**src/rtl/spi_write_arbiter_pkg.sv**
```systemverilog
// Shared definitions for the SPI write arbiter: FSM encoding, device indices
// and default sizing.
package spi_write_arbiter_pkg;

  typedef enum logic [1:0] {
    ST_IDLE      = 2'd0,
    ST_LAUNCH    = 2'd1,
    ST_WAIT_ACK  = 2'd2,
    ST_WAIT_DONE = 2'd3
  } state_e;

  localparam logic DEV_ADF4002 = 1'b0;
  localparam logic DEV_LMX2594 = 1'b1;

  localparam int DEF_N_REQ   = 3;
  localparam int DEF_DATA_W  = 24;
  localparam int DEF_TIMEOUT = 4096;

endpackage

```
**src/rtl/spi_write_arbiter_rr_arbiter.sv**
```systemverilog
// Combinational round-robin picker: first asserted request at or after ptr_i,
// searching cyclically.
module rr_arbiter #(
  parameter int N_REQ = 3,
  parameter int IDX_W = (N_REQ > 1) ? $clog2(N_REQ) : 1
) (
  input  logic [N_REQ-1:0] req_i,
  input  logic [IDX_W-1:0] ptr_i,
  output logic [N_REQ-1:0] gnt_o,
  output logic [IDX_W-1:0] idx_o,
  output logic             any_o
);

  always_comb begin
    logic found;
    int   c;
    gnt_o = '0;
    idx_o = '0;
    any_o = |req_i;
    found = 1'b0;
    c     = 0;
    for (int k = 0; k < N_REQ; k++) begin
      c = int'(ptr_i) + k;
      if (c >= N_REQ) c = c - N_REQ;
      if (!found && req_i[c]) begin
        found    = 1'b1;
        gnt_o[c] = 1'b1;
        idx_o    = IDX_W'(c);
      end
    end
  end

endmodule

```
**src/rtl/spi_write_arbiter.sv**
```systemverilog
// Shares the ADF4002/LMX2594 SPI write engines among N_REQ requesters with a
// round-robin grant, one transfer in flight, and a per-transfer timeout.
module spi_write_arbiter
  import spi_write_arbiter_pkg::*;
#(
  parameter int N_REQ   = DEF_N_REQ,
  parameter int DATA_W  = DEF_DATA_W,
  parameter int TIMEOUT = DEF_TIMEOUT
) (
  input  logic                    clk,
  input  logic                    rst_n,
  input  logic [N_REQ-1:0]        req_valid,
  input  logic [N_REQ-1:0]        req_dev,
  input  logic [N_REQ*DATA_W-1:0] req_data,
  output logic [N_REQ-1:0]        req_ready,
  input  logic [1:0]              spi_ready,
  output logic [1:0]              spi_start,
  output logic                    spi_dir,
  output logic [DATA_W-1:0]       spi_data_tx,
  output logic [7:0]              spi_data_depth,
  output logic                    done,
  output logic [1:0]              done_id,
  output logic                    done_err,
  output logic                    err_timeout,
  input  logic                    err_clear,
  output logic                    busy
);

  localparam int IDX_W = (N_REQ > 1) ? $clog2(N_REQ) : 1;
  localparam int CNT_W = (TIMEOUT > 2) ? $clog2(TIMEOUT) : 1;
  localparam logic [CNT_W-1:0] CNT_LAST = CNT_W'(TIMEOUT - 1);
  localparam logic [7:0]       DEPTH    = 8'(DATA_W);

  state_e             state_q, state_d;
  logic [IDX_W-1:0]   ptr_q, ptr_d;
  logic [IDX_W-1:0]   gidx_q, gidx_d;
  logic               dev_q, dev_d;
  logic [CNT_W-1:0]   cnt_q, cnt_d, cnt_inc;
  logic [1:0]         start_q, start_d;
  logic [DATA_W-1:0]  tx_q, tx_d;
  logic [7:0]         depth_q, depth_d;
  logic               done_q, done_d;
  logic               done_err_q, done_err_d;
  logic [1:0]         done_id_q, done_id_d;
  logic               err_q, err_d;
  logic [DATA_W-1:0]  data_q;

  logic [N_REQ-1:0]   gnt;
  logic [IDX_W-1:0]   gnt_idx;
  logic               any_req;
  logic               tmo_hit;

  rr_arbiter #(
    .N_REQ (N_REQ),
    .IDX_W (IDX_W)
  ) u_rr (
    .req_i (req_valid),
    .ptr_i (ptr_q),
    .gnt_o (gnt),
    .idx_o (gnt_idx),
    .any_o (any_req)
  );

  assign cnt_inc = cnt_q + CNT_W'(1);
  assign tmo_hit = (cnt_inc == CNT_LAST);

  always_comb begin
    state_d    = state_q;
    ptr_d      = ptr_q;
    gidx_d     = gidx_q;
    dev_d      = dev_q;
    cnt_d      = cnt_q;
    start_d    = '0;
    tx_d       = tx_q;
    depth_d    = depth_q;
    done_d     = 1'b0;
    done_err_d = 1'b0;
    done_id_d  = done_id_q;
    err_d      = err_clear ? 1'b0 : err_q;
    req_ready  = '0;

    case (state_q)
      ST_IDLE: begin
        if (any_req) begin
          req_ready = gnt;
          gidx_d    = gnt_idx;
          dev_d     = req_dev[gnt_idx];
          ptr_d     = (gnt_idx == IDX_W'(N_REQ - 1)) ? '0 : gnt_idx + IDX_W'(1);
          cnt_d     = '0;
          state_d   = ST_LAUNCH;
        end
      end
      ST_LAUNCH: begin
        cnt_d = cnt_inc;
        // Abort beats a late ready so no start is ever issued after timeout
        if (tmo_hit) begin
          done_d     = 1'b1;
          done_err_d = 1'b1;
          done_id_d  = 2'(gidx_q);
          err_d      = 1'b1;
          state_d    = ST_IDLE;
        end else if (spi_ready[dev_q]) begin
          start_d[dev_q] = 1'b1;
          tx_d           = data_q;
          depth_d        = DEPTH;
          state_d        = ST_WAIT_ACK;
        end
      end
      ST_WAIT_ACK: begin
        cnt_d = cnt_inc;
        if (tmo_hit) begin
          done_d     = 1'b1;
          done_err_d = 1'b1;
          done_id_d  = 2'(gidx_q);
          err_d      = 1'b1;
          state_d    = ST_IDLE;
        end else if (!spi_ready[dev_q]) begin
          state_d = ST_WAIT_DONE;
        end
      end
      ST_WAIT_DONE: begin
        cnt_d = cnt_inc;
        // Completion wins over a coincident timeout
        if (spi_ready[dev_q]) begin
          done_d    = 1'b1;
          done_id_d = 2'(gidx_q);
          state_d   = ST_IDLE;
        end else if (tmo_hit) begin
          done_d     = 1'b1;
          done_err_d = 1'b1;
          done_id_d  = 2'(gidx_q);
          err_d      = 1'b1;
          state_d    = ST_IDLE;
        end
      end
      default: state_d = ST_IDLE;
    endcase
  end

  always_ff @(posedge clk) begin
    if (!rst_n) begin
      state_q    <= ST_IDLE;
      ptr_q      <= '0;
      gidx_q     <= '0;
      dev_q      <= 1'b0;
      cnt_q      <= '0;
      start_q    <= '0;
      tx_q       <= '0;
      depth_q    <= '0;
      done_q     <= 1'b0;
      done_err_q <= 1'b0;
      done_id_q  <= '0;
      err_q      <= 1'b0;
    end else begin
      state_q    <= state_d;
      ptr_q      <= ptr_d;
      gidx_q     <= gidx_d;
      dev_q      <= dev_d;
      cnt_q      <= cnt_d;
      start_q    <= start_d;
      tx_q       <= tx_d;
      depth_q    <= depth_d;
      done_q     <= done_d;
      done_err_q <= done_err_d;
      done_id_q  <= done_id_d;
      err_q      <= err_d;
    end
  end

  // Granted word is captured once; requester may change it after req_ready
  always_ff @(posedge clk) begin
    if (state_q == ST_IDLE && any_req) begin
      data_q <= req_data[gnt_idx*DATA_W +: DATA_W];
    end
  end

  assign spi_start      = start_q;
  assign spi_dir        = 1'b0;
  assign spi_data_tx    = tx_q;
  assign spi_data_depth = depth_q;
  assign done           = done_q;
  assign done_id        = done_id_q;
  assign done_err       = done_err_q;
  assign err_timeout    = err_q;
  assign busy           = (state_q != ST_IDLE);

endmodule

```
**config.mk**
```make
export PLATFORM = sky130hd
export DESIGN_NAME = spi_write_arbiter
export DESIGN_NICKNAME = d
export VERILOG_FILES = /design/src/rtl/spi_write_arbiter_pkg.sv /design/src/rtl/spi_write_arbiter_rr_arbiter.sv /design/src/rtl/spi_write_arbiter.sv
export SDC_FILE = /design/constraint.sdc
export NUM_CORES = 1
export LEC_CHECK = 0
export CAP_MARGIN = 20
export CELL_PAD_IN_SITES_DETAIL_PLACEMENT = 1
export CELL_PAD_IN_SITES_GLOBAL_PLACEMENT = 2
export CORE_MARGIN = 2
export CORE_UTILIZATION = 37
export CTS_CLUSTER_SIZE = 28
export DETAILED_ROUTE_END_ITERATION = 10
export DONT_BUFFER_PORTS = 1
export PLACE_DENSITY_LB_ADDON = 0.1
export SLEW_MARGIN = 20
export SYNTH_ARGS = -nofsm -noshare
export SYNTH_HDL_FRONTEND = slang
export SYNTH_SLANG_ARGS = --single-unit
```
**constraint.sdc**
```tcl
create_clock -name clk -period 3.5 [get_ports clk]
set_clock_uncertainty 0.15 [all_clocks]
set_input_delay 0.875 -clock clk [delete_from_list [all_inputs] [get_ports clk]]
set_output_delay 0.875 -clock clk [all_outputs]
set_load 0.05 [all_outputs]
```
==> results.ini, run 1 <==
[die]
core_um2=10370
start_util_pct=38.12
die_h_um=107.4
die_width_um=107.4
design.die.area_um2=11530
num_rows=37
io_pins=127

[synthesis]
synth_top_family_by_area=simple AND/OR/NAND/NOR gates
ys_top_cells_by_area=dfxtp_1 (26%), edfxtp_1 (18%), a221o_1 (6.1%)
ys_seq_area_share_pct=44.06
avgSynthCellArea_um2=9.433
synth_edf_count=24
synth_top_area_share_pct=25.83
yosys.area.top_type=dfxtp_1
synth_compound_area_share_pct=19.56
netlist_area_um2=3953
synthFlopType=dfxtp_1
synthXorXnorAreaFrac_pct=2.659
ys_ff_latch=75
yosys.area_share.simple_pct=22.44
synth_warnings=0
synth_cell_types=57
muxShareOfSynthArea_pct=1.266
synthArstFlopShare_pct=0
synth-adder-area-share_pct=3.166
synth_cells=419

[grt]
grt_max_degree=76
grt_pass1_wl_um=15300
grt-ovfl-total=0
grtUsageTotal_pct=16.89
first_global_vias=2957
antenna_found_initial=0

[pwr]
powerDensity_nw_per_um2=725.8
leakage_nw=1.498
vdd_drop_max_mv=0.3870

[worst_hold_path]
min_to=done_id[0]
min_path_type=register to register
holdPathStages=2
min_from=gidx_q[0]

[setup_path]
r2r_start=cnt_q[0]
max_stage_delay_ns=0.36
reg2reg_depth=8
critPathMaxFanout=9
cp-start-kind=register
criticalPathCategory=register to output port
r2r_slack_ns=0.63
timing.rr.end=spi_data_tx[12]
cp_cell_sequence=inv_1 > ha_2 > nor4bb_1 > o21ai_1 > o41ai_4 > a222oi_1 > nor2_1 > buf_4
cp_slowest_cell=dfxtp_2
critPathRequiredTime_ns=2.47
crit_arrival_ns=2.30
path_buf_inv=2
path_delay_family=compound AO/OA/AOI/OAI gates
cp-end-kind=output port

[sta]
max_freq_mhz=301.2
relSlewSlack_pct=35.21
finalMaxSlewViolations=0
finalSetupTns_ns=0
max_slew.worst_pin.slew_ns=0.9705
finalHoldViolCount=0
fin_crit_ns=3.320
finalSetupViolCount=0
period_share_pct=94.86
worst_slack_ns=0.1800
grt_setup_unrepaired=false

[clock_tree]
cts-root-buf=clkbuf_8
cts_max_level=3
clockBufferDepth=2
numCtsBuffers=9
cts.clk_slew.worst_paths_ns=0.09
clock-sinks=75
cts_tree=yes
clk_latency_ns=0.36

[final_layout]
multi_input_area_um2=1988
nets=502
diodes=0
layout-drive-gt1-share_pct=11.35
fillers=1206
areaGrowthSynthToFinish_pct=6.869
final_cell_count_no_fill=550
register_area_um2=1743

[placed_design]
post-place-ws_ns=0.2669
dp_cells=533
routabilityCongestion=0.7557
hpwl_um=6784
io_buffers=0

[drt]
num_vias=3015
wire_per_inst_um=17.83
drt_pass1_iterations=5
wl_um=9807
ant_nets=0
drtIter0Drc=74
via_per_inst=5.482
drc=0

[job]
cap_violations=0

[outcome]
status=completed

[power by group]
part	switching, mW	total, mW	internal [mW]	leakage, nW
logic	0.574	0.907	0.333	0.738
registers	0.283	1.45	1.17	0.656
clock network	0.352	0.707	0.355	0.103
[synth_stat cells (6+ instances only)]
library cell / n
a221o_1: 24
nor2_1: 11
edfxtp_1: 24
o21ai_1: 22
o21ai_0: 16
ha_1: 10
nand3_1: 29
buf_4: 12
nor2b_1: 29
xor2_1: 6
nand2b_1: 8
and2_1: 10
buf_2: 8
nand2_1: 53
a21oi_1: 12
dfxtp_1: 51
inv_1: 8
clkbuf_1: 9
xnor2_1: 6
[final cells by class]
cell class              count  share of cell area, %
flip-flops and latches     75                  41.26
clock inverters             6                  1.718
well taps                 136                  4.028
multi-input cells         304                  47.07
inverters                   8                 0.7109
repair buffers             11                  1.955
clock buffers              10                  3.258
[through the flow]
stage	instance area [um^2]	utilization, %	total power, mW	hold WS [ns]
5_1_grt	4224	40.73	3.247	0.3403
3_5_place_dp	3991	38.49	2.377	0.3097
4_1_cts	4213	40.63	3.093	0.3216
6_report	4224	40.73	3.066	0.3172
2_1_floorplan	3975	-	2.160	0.2803
3_3_place_gp	3991	38.49	2.348	0.2972
[metal layers]
layer | track usage, % | wire [um] | up-vias | share of wire, %
met1 | 21.49 | 4447 | 1462 | 45
met3 | 5.206 | 548 | 7 | 5.6
li1 | - | - | 1467 | -
met2 | 27.58 | 4700 | 79 | 48
met5 | 0 | 0 | - | 0
met4 | 5.037 | 111 | 0 | 1.1
[cells by family after synthesis]
group	after synthesis
AO/OA/AOI/OAI	104
XOR/XNOR	12
adder cells (fa/ha/maj)	10
buffers and inverters	46
flip-flops	75
multiplexers	5
other	1
AND/OR/NAND/NOR	166
[registers in the layout, indices dropped and copies added, names as in the netlist]
name            count
spi_start           2
spi_data_depth      1
dev_q               1
err_timeout         1
spi_data_tx        24
done_err            1
cnt_q              12
done_id             2
gidx_q              2
ptr_q               2
data_q             24
done                1
state_q             2
[how the worst max path moves through the flow]
stage | startpoint | to | slack, ns | cells after the start
detailed placement | ptr_q[0] | req_ready[0] | 0.27 | 7
floorplan | req_valid[2] | req_ready[0] | 0.02 | 6
CTS | ptr_q[0] | req_ready[0] | -0.009 | 7
global route | ptr_q[0] | req_ready[2] | 0.05 | 9
finish | ptr_q[0] | req_ready[0] | 0.18 | 8
global placement | ptr_q[0] | req_ready[0] | 0.31 | 7
[tightest hold or removal path: cells and delay by family, from the launching register on]
family / cells / cell delay, ns
flip-flops: 1 / 0.31
multiplexers: 1 / 0.05
AND/OR/NAND/NOR: 1 / 0.05
[repair_timing]
action                                  4_1_cts  5_1_grt
pin swaps                                     0        1
hold buffers                                  0        0
endpoints found under the setup margin        2        3
setup buffers                                 0        1
resized for setup                             3        2
[layout by cell type, fill, tap and decap left out, drive strengths merged, types with 2 or more instances in the layout]
master,count
a211oi,2
a21boi,5
a21oi,14
a221o,24
a31oi,2
and2,11
and3,2
buf,11
clkbuf,10
clkinv,3
conb,7
dfxtp,51
edfxtp,24
ha,10
inv,9
mux2i,5
nand2,53
nand2b,8
nand3,29
nand3b,2
nand4,5
nor2,11
nor2b,29
nor3,5
nor3b,4
nor4bb,2
o21a,2
o21ai,41
o22ai,3
o32a,2
or3b,2
xnor2,6
xor2,6
Power figures use the tool's default switching activity.
==> inputs of run 2 (changes only) <==
--- a/config.mk
+++ b/config.mk
@@ -8,6 +8,7 @@
 export CAP_MARGIN = 20
 export CELL_PAD_IN_SITES_DETAIL_PLACEMENT = 1
 export CELL_PAD_IN_SITES_GLOBAL_PLACEMENT = 2
+export CORE_ASPECT_RATIO = 2
 export CORE_MARGIN = 2
 export CORE_UTILIZATION = 37
 export CTS_CLUSTER_SIZE = 28
==> results.ini, run 2 (synthesized netlist as in run 1, its figures left out) <==
[outcome]
status=completed

[clock_tree]
clock-sinks=75  ; unchanged
cts_max_level=3  ; unchanged
cts.clk_slew.worst_paths_ns=0.06  ; -0.03 ns
cts_tree=yes
clockBufferDepth=2  ; unchanged
cts-root-buf=clkbuf_16
cts_hold_buffers=0  ; unchanged
numCtsBuffers=9  ; unchanged
clk_latency_ns=0.33  ; -0.03 ns

[sta]
period_share_pct=94.42  ; -0.44 points
finalSetupTns_ns=0  ; unchanged
max_freq_mhz=302.6  ; +0.47%
finalMaxSlewViolations=0  ; unchanged
finalSetupViolCount=0  ; unchanged
fin_crit_ns=3.305  ; -0.01542 ns
grt_setup_unrepaired=false
finalHoldViolCount=0  ; unchanged
relSlewSlack_pct=35.73  ; +0.51 points
max_slew.worst_pin.slew_ns=0.9627  ; -0.007713 ns

[setup_path]
critPathMaxFanout=9  ; unchanged
path_delay_family=compound AO/OA/AOI/OAI gates
critPathRequiredTime_ns=2.47  ; about the same
crit_arrival_ns=2.28  ; -0.02 ns
cp_slowest_cell=o41ai_4
criticalPathCategory=register to output port
cp_cell_sequence=inv_1 > ha_1 > nand2b_1 > o41ai_4 > a222oi_1 > nor2_1 > buf_4
r2r_start=cnt_q[0]
cp-end-kind=output port
cp-start-kind=register
max_stage_delay_ns=0.49  ; +0.13 ns
cp-startpoint=ptr_q[1]
path_buf_inv=2  ; unchanged

[die]
die_width_um=77.09  ; -28%
num_rows=53  ; +43%
io_pins=127  ; unchanged
core_um2=10480  ; +1.0%
start_util_pct=37.72  ; -0.39 points
design.die.area_um2=11580  ; +0.44%
die_h_um=150.2  ; +40%

[drt]
via_per_inst=5.530  ; +0.88%
wl_um=9988  ; +1.8%
drtIter0Drc=93  ; +26%
drt_pass1_iterations=4  ; -1
wire_per_inst_um=18.13  ; +1.7%
ant_nets=0  ; unchanged
drc=0  ; unchanged
num_vias=3047  ; +1.1%

[placed_design]
routabilityCongestion=0.7248  ; -4.1%
dp_cells=534  ; +0.19%
io_buffers=0  ; unchanged
hpwl_um=7352  ; +8.4%

[grt]
grtUsageTotal_pct=17.58  ; +0.69 points
grt-ovfl-total=0  ; unchanged
grt_max_degree=76  ; unchanged
antenna_found_initial=0  ; unchanged
grt_pass1_wl_um=15880  ; +3.8%
first_global_vias=3169  ; +7.2%

[final_layout]
fillers=1228  ; +1.8%
areaGrowthSynthToFinish_pct=10.00
final_cell_count_no_fill=551  ; +0.18%
layout_common_cells=nand2_1 (53), dfxtp_1 (51), nor2b_1 (29), nand3_1 (29)
layout-drive-gt1-share_pct=11.84  ; +0.48 points
diodes=0  ; unchanged
final_common_cell=nand2_1
nets=502  ; unchanged

[worst_hold_path]
min_path_type=register to register
min_from=gidx_q[0]

[pwr]
powerDensity_nw_per_um2=761.4  ; +4.9%
leakage_nw=1.551  ; +3.5%
vdd_drop_max_mv=0.3086  ; -20%
p_total_mw=3.310  ; +8.0%

[job]
cap_violations=0  ; unchanged

run 2: final cells by class:
type	count	area (um^2)	share of cell area, %
Clock inverter	7	82.58	1.899
Sequential cell	75	1742	40.06
Clock buffer	9	225.2	5.180
Inverter	8	30.03	0.6906
Timing Repair Buffer	11	95.09	2.187
Tap cell	137	171.4	3.942
Multi-Input combinational cell	304	2002	46.04
run 2: worst paths after layout:
check	to	slack (ns)	cells past startpoint
worst max-delay path	req_ready[0]	0.20	7
worst max register to register	spi_data_tx[21]	0.55	8
worst min register to register	done_id[0]	0.31	2
worst min-delay path	done_id[0]	0.31	2
run 2: where the power goes:
group | leakage, nW | switching, mW | internal (mW)
clock network | 0.151 | 0.379 | 0.564
logic | 0.743 | 0.573 | 0.344
registers | 0.656 | 0.280 | 1.17
total | 1.55 | 1.23 | 2.08
run 2: per-stage QoR:
| step | instance area (um^2) | setup slack [ns] | hold WS (ns) | utilization (%) |
|---|---|---|---|---|
| final | 4348 | 0.1954 | 0.3126 | 41.50 |
| after global placement | 4005 | 0.3321 | 0.3005 | 38.23 |
| after floorplan | 3975 | 0.01721 | 0.2803 | - |
| after global routing | 4348 | 0.04815 | 0.3369 | 41.50 |
| after detailed placement | 4005 | 0.2666 | 0.3087 | 38.23 |
| after CTS | 4324 | 0.04487 | 0.3155 | 41.27 |
run 2: per-layer routing:
layer  track usage, %  share of wire, %  vias to the layer above
met5                0                 0                        -
met4            6.429               1.6                        0
met3            3.957               4.9                        9
met2            33.60                56                       94
met1            18.56                37                     1471
li1                 -                 -                     1473
run 2: timing repair:
action / 4_1_cts / 5_1_grt
setup endpoints to repair: 2 / 3
pin swaps: 0 / 2
hold endpoints to repair: 0 / 0
gates resized for setup: 2 / 5
buffers inserted: 0 / 1
run 2: worst reg2reg max path: cells and delay by family, from the launching register on:
family                   cells  cell delay, ns
flip-flops                   1            0.43
adder cells (fa/ha/maj)      1            0.38
AND/OR/NAND/NOR              2            0.29
AO/OA/AOI/OAI                4            1.25
buffers and inverters        1            0.31
==> inputs of run 3 (changes only) <==
--- a/config.mk
+++ b/config.mk
@@ -5,12 +5,12 @@
 export SDC_FILE = /design/constraint.sdc
 export NUM_CORES = 1
 export LEC_CHECK = 0
-export CAP_MARGIN = 20
+export CAP_MARGIN = 10
 export CELL_PAD_IN_SITES_DETAIL_PLACEMENT = 1
-export CELL_PAD_IN_SITES_GLOBAL_PLACEMENT = 2
+export CELL_PAD_IN_SITES_GLOBAL_PLACEMENT = 1
 export CORE_ASPECT_RATIO = 2
 export CORE_MARGIN = 2
-export CORE_UTILIZATION = 37
+export CORE_UTILIZATION = 38
 export CTS_CLUSTER_SIZE = 28
 export DETAILED_ROUTE_END_ITERATION = 10
 export DONT_BUFFER_PORTS = 1
==> results.ini, run 3 (synthesized netlist as in run 1, its figures left out) <==
[final_layout]
layout_common_cells=nand2_1 (53), dfxtp_1 (50), nor2b_1 (29), nand3_1 (29)
final_cell_area_um2=4337  ; -0.26%
areaGrowthSynthToFinish_pct=9.718
final_common_cell=nand2_1
register_area_um2=1743  ; about the same
layout-drive-gt1-share_pct=11.11  ; -0.72 points
multi_input_area_um2=1994  ; -0.38%
nets=502  ; unchanged
diodes=0  ; unchanged
fillers=1216  ; -0.98%

[outcome]
status=completed

[drt]
via_per_inst=5.421  ; -2.0%
wl_um=9452  ; -5.4%
ant_nets=0  ; unchanged
drt_pass1_iterations=4  ; unchanged
drc=0  ; unchanged
num_vias=2976  ; -2.3%
drtIter0Drc=77  ; -17%
wire_per_inst_um=17.22  ; -5.0%

[setup_path]
critPathRequiredTime_ns=2.47  ; about the same
cp_cell_sequence=inv_1 > ha_2 > buf_4 > nor4bb_1 > o21ai_1 > o41ai_4 > a222oi_1 > nor2_1 > buf_4
path_delay_family=compound AO/OA/AOI/OAI gates
cp_slowest_cell=dfxtp_2
critPathMaxFanout=8  ; -1
max_stage_delay_ns=0.35  ; -0.14 ns
criticalPathCategory=register to output port
cp-start-kind=register
crit_arrival_ns=2.26  ; -0.02 ns
cp-end-kind=output port
path_buf_inv=3  ; +1
crit_top_cell=buf_4

[grt]
grt_max_degree=76  ; unchanged
antenna_found_initial=0  ; unchanged
first_global_vias=2965  ; -6.4%
grtUsageTotal_pct=16.64  ; -0.94 points
grt_pass1_wl_um=14990  ; -5.6%
grt-ovfl-total=0  ; unchanged

[clock_tree]
cts_max_level=3  ; unchanged
cts.clk_slew.worst_paths_ns=0.05  ; about the same
cts_hold_buffers=0  ; unchanged
cts_tree=yes
numCtsBuffers=9  ; unchanged
clockBufferDepth=2  ; unchanged
clk_latency_ns=0.33  ; about the same
cts-root-buf=clkbuf_16
clock-sinks=75  ; unchanged

[placed_design]
place_area_um2=4003  ; about the same
routabilityCongestion=0.7610  ; +5.0%
hpwl_um=7012  ; -4.6%
io_buffers=0  ; unchanged
post-place-ws_ns=0.2317  ; -0.03497 ns

[pwr]
vdd_drop_max_mv=0.3515  ; +14%
p_sw_mw=1.177  ; -4.5%
leakage_nw=1.537  ; -0.87%
power.internal_mw=2.101  ; +1.1%
powerDensity_nw_per_um2=755.9  ; -0.72%
seq_power_share_pct=44.2  ; +0.4 points
clkPwrFrac_pct=28.3  ; -0.2 points
power_frac_comb_pct=27.5  ; -0.2 points
p_sw_share_pct=35.90  ; -1.3 points

[worst_hold_path]
min_path_type=register to register

[sta]
fin_crit_ns=3.289  ; -0.01591 ns
finalSetupTns_ns=0  ; unchanged
worst_slack_ns=0.2113  ; +0.01591 ns
period_share_pct=93.96  ; -0.45 points
finalHoldViolCount=0  ; unchanged
relSlewSlack_pct=36.03  ; +0.30 points
max_slew.worst_pin.slew_ns=0.9583  ; -0.004467 ns
finalSetupViolCount=0  ; unchanged
finalMaxSlewViolations=0  ; unchanged
grt_setup_unrepaired=false
max_freq_mhz=304.1  ; +0.48%

[die]
core_um2=10150  ; -3.1%
num_rows=52  ; -1.9%
die_h_um=148.2  ; -1.3%
die_width_um=76.12  ; -1.3%
start_util_pct=38.94  ; +1.2 points
design.die.area_um2=11280  ; -2.5%
io_pins=127  ; unchanged

[job]
cap_violations=0  ; unchanged

-- run 3: cell count changes in the layout (fill, tap and decap cells not counted), sizes merged --
cell and delta:
clkbuf +3, clkinv -1, clkinvlp +2, inv -4
-- run 3: through the flow --
stage / hold WS, ns / utilization (%) / std cells / power (mW)
2_1_floorplan: 0.2803 / - / 425 / 2.160
3_3_place_gp: 0.2970 / 39.44 / 532 / 2.343
3_5_place_dp: 0.3102 / 39.44 / 532 / 2.371
4_1_cts: 0.3197 / 42.55 / 548 / 3.320
5_1_grt: 0.3453 / 42.73 / 549 / 3.468
6_report: 0.3165 / 42.73 / 549 / 3.278
-- run 3: path summary, 6_finish.rpt --
kind,start,endpoint,slack [ns],depth (start not counted)
setup / recovery,ptr_q[0],req_ready[0],0.21,9
hold / removal,gidx_q[1],done_id[1],0.32,2
setup reg to reg,cnt_q[0],spi_data_tx[19],0.63,8
hold reg to reg,gidx_q[1],done_id[1],0.32,2
-- run 3: power by group through the flow --
stage,combinational (mW),sequential (mW),clock [mW]
floorplan,0.733,1.43,0
global placement,0.879,1.46,0
detailed placement,0.904,1.47,0
CTS,0.913,1.45,0.955
global route,1.00,1.47,0.991
finish,0.902,1.45,0.928
-- run 3: layout make-up --
type                            instances  area share [%]
Clock inverter                          4           1.125
Timing Repair Buffer                   11           2.193
Inverter                                8          0.6924
Multi-Input combinational cell        304           45.99
Clock buffer                           12           5.915
Tap cell                              135           3.895
Sequential cell                        75           40.19
-- run 3: tightest hold or removal path: stages (launching register included) --
cell	delay [ns]
dfxtp_1	0.31
nand2_1	0.06
mux2i_1	0.05
-- run 3: routing by layer --
metal	vias up	GRT usage [%]	part of all wire, %
met5	-	0	0
met4	0	6.636	1.7
met3	10	3.277	4.2
met2	86	30.76	56
met1	1417	18.59	38
li1	1463	-	-
-- run 3: repair_timing --
item / CTS / global route
gates cloned: 0 / 0
buffers inserted: 0 / 1
setup endpoints to repair: 2 / 3
resized for setup: 1 / 5
pin swaps: 0 / 2
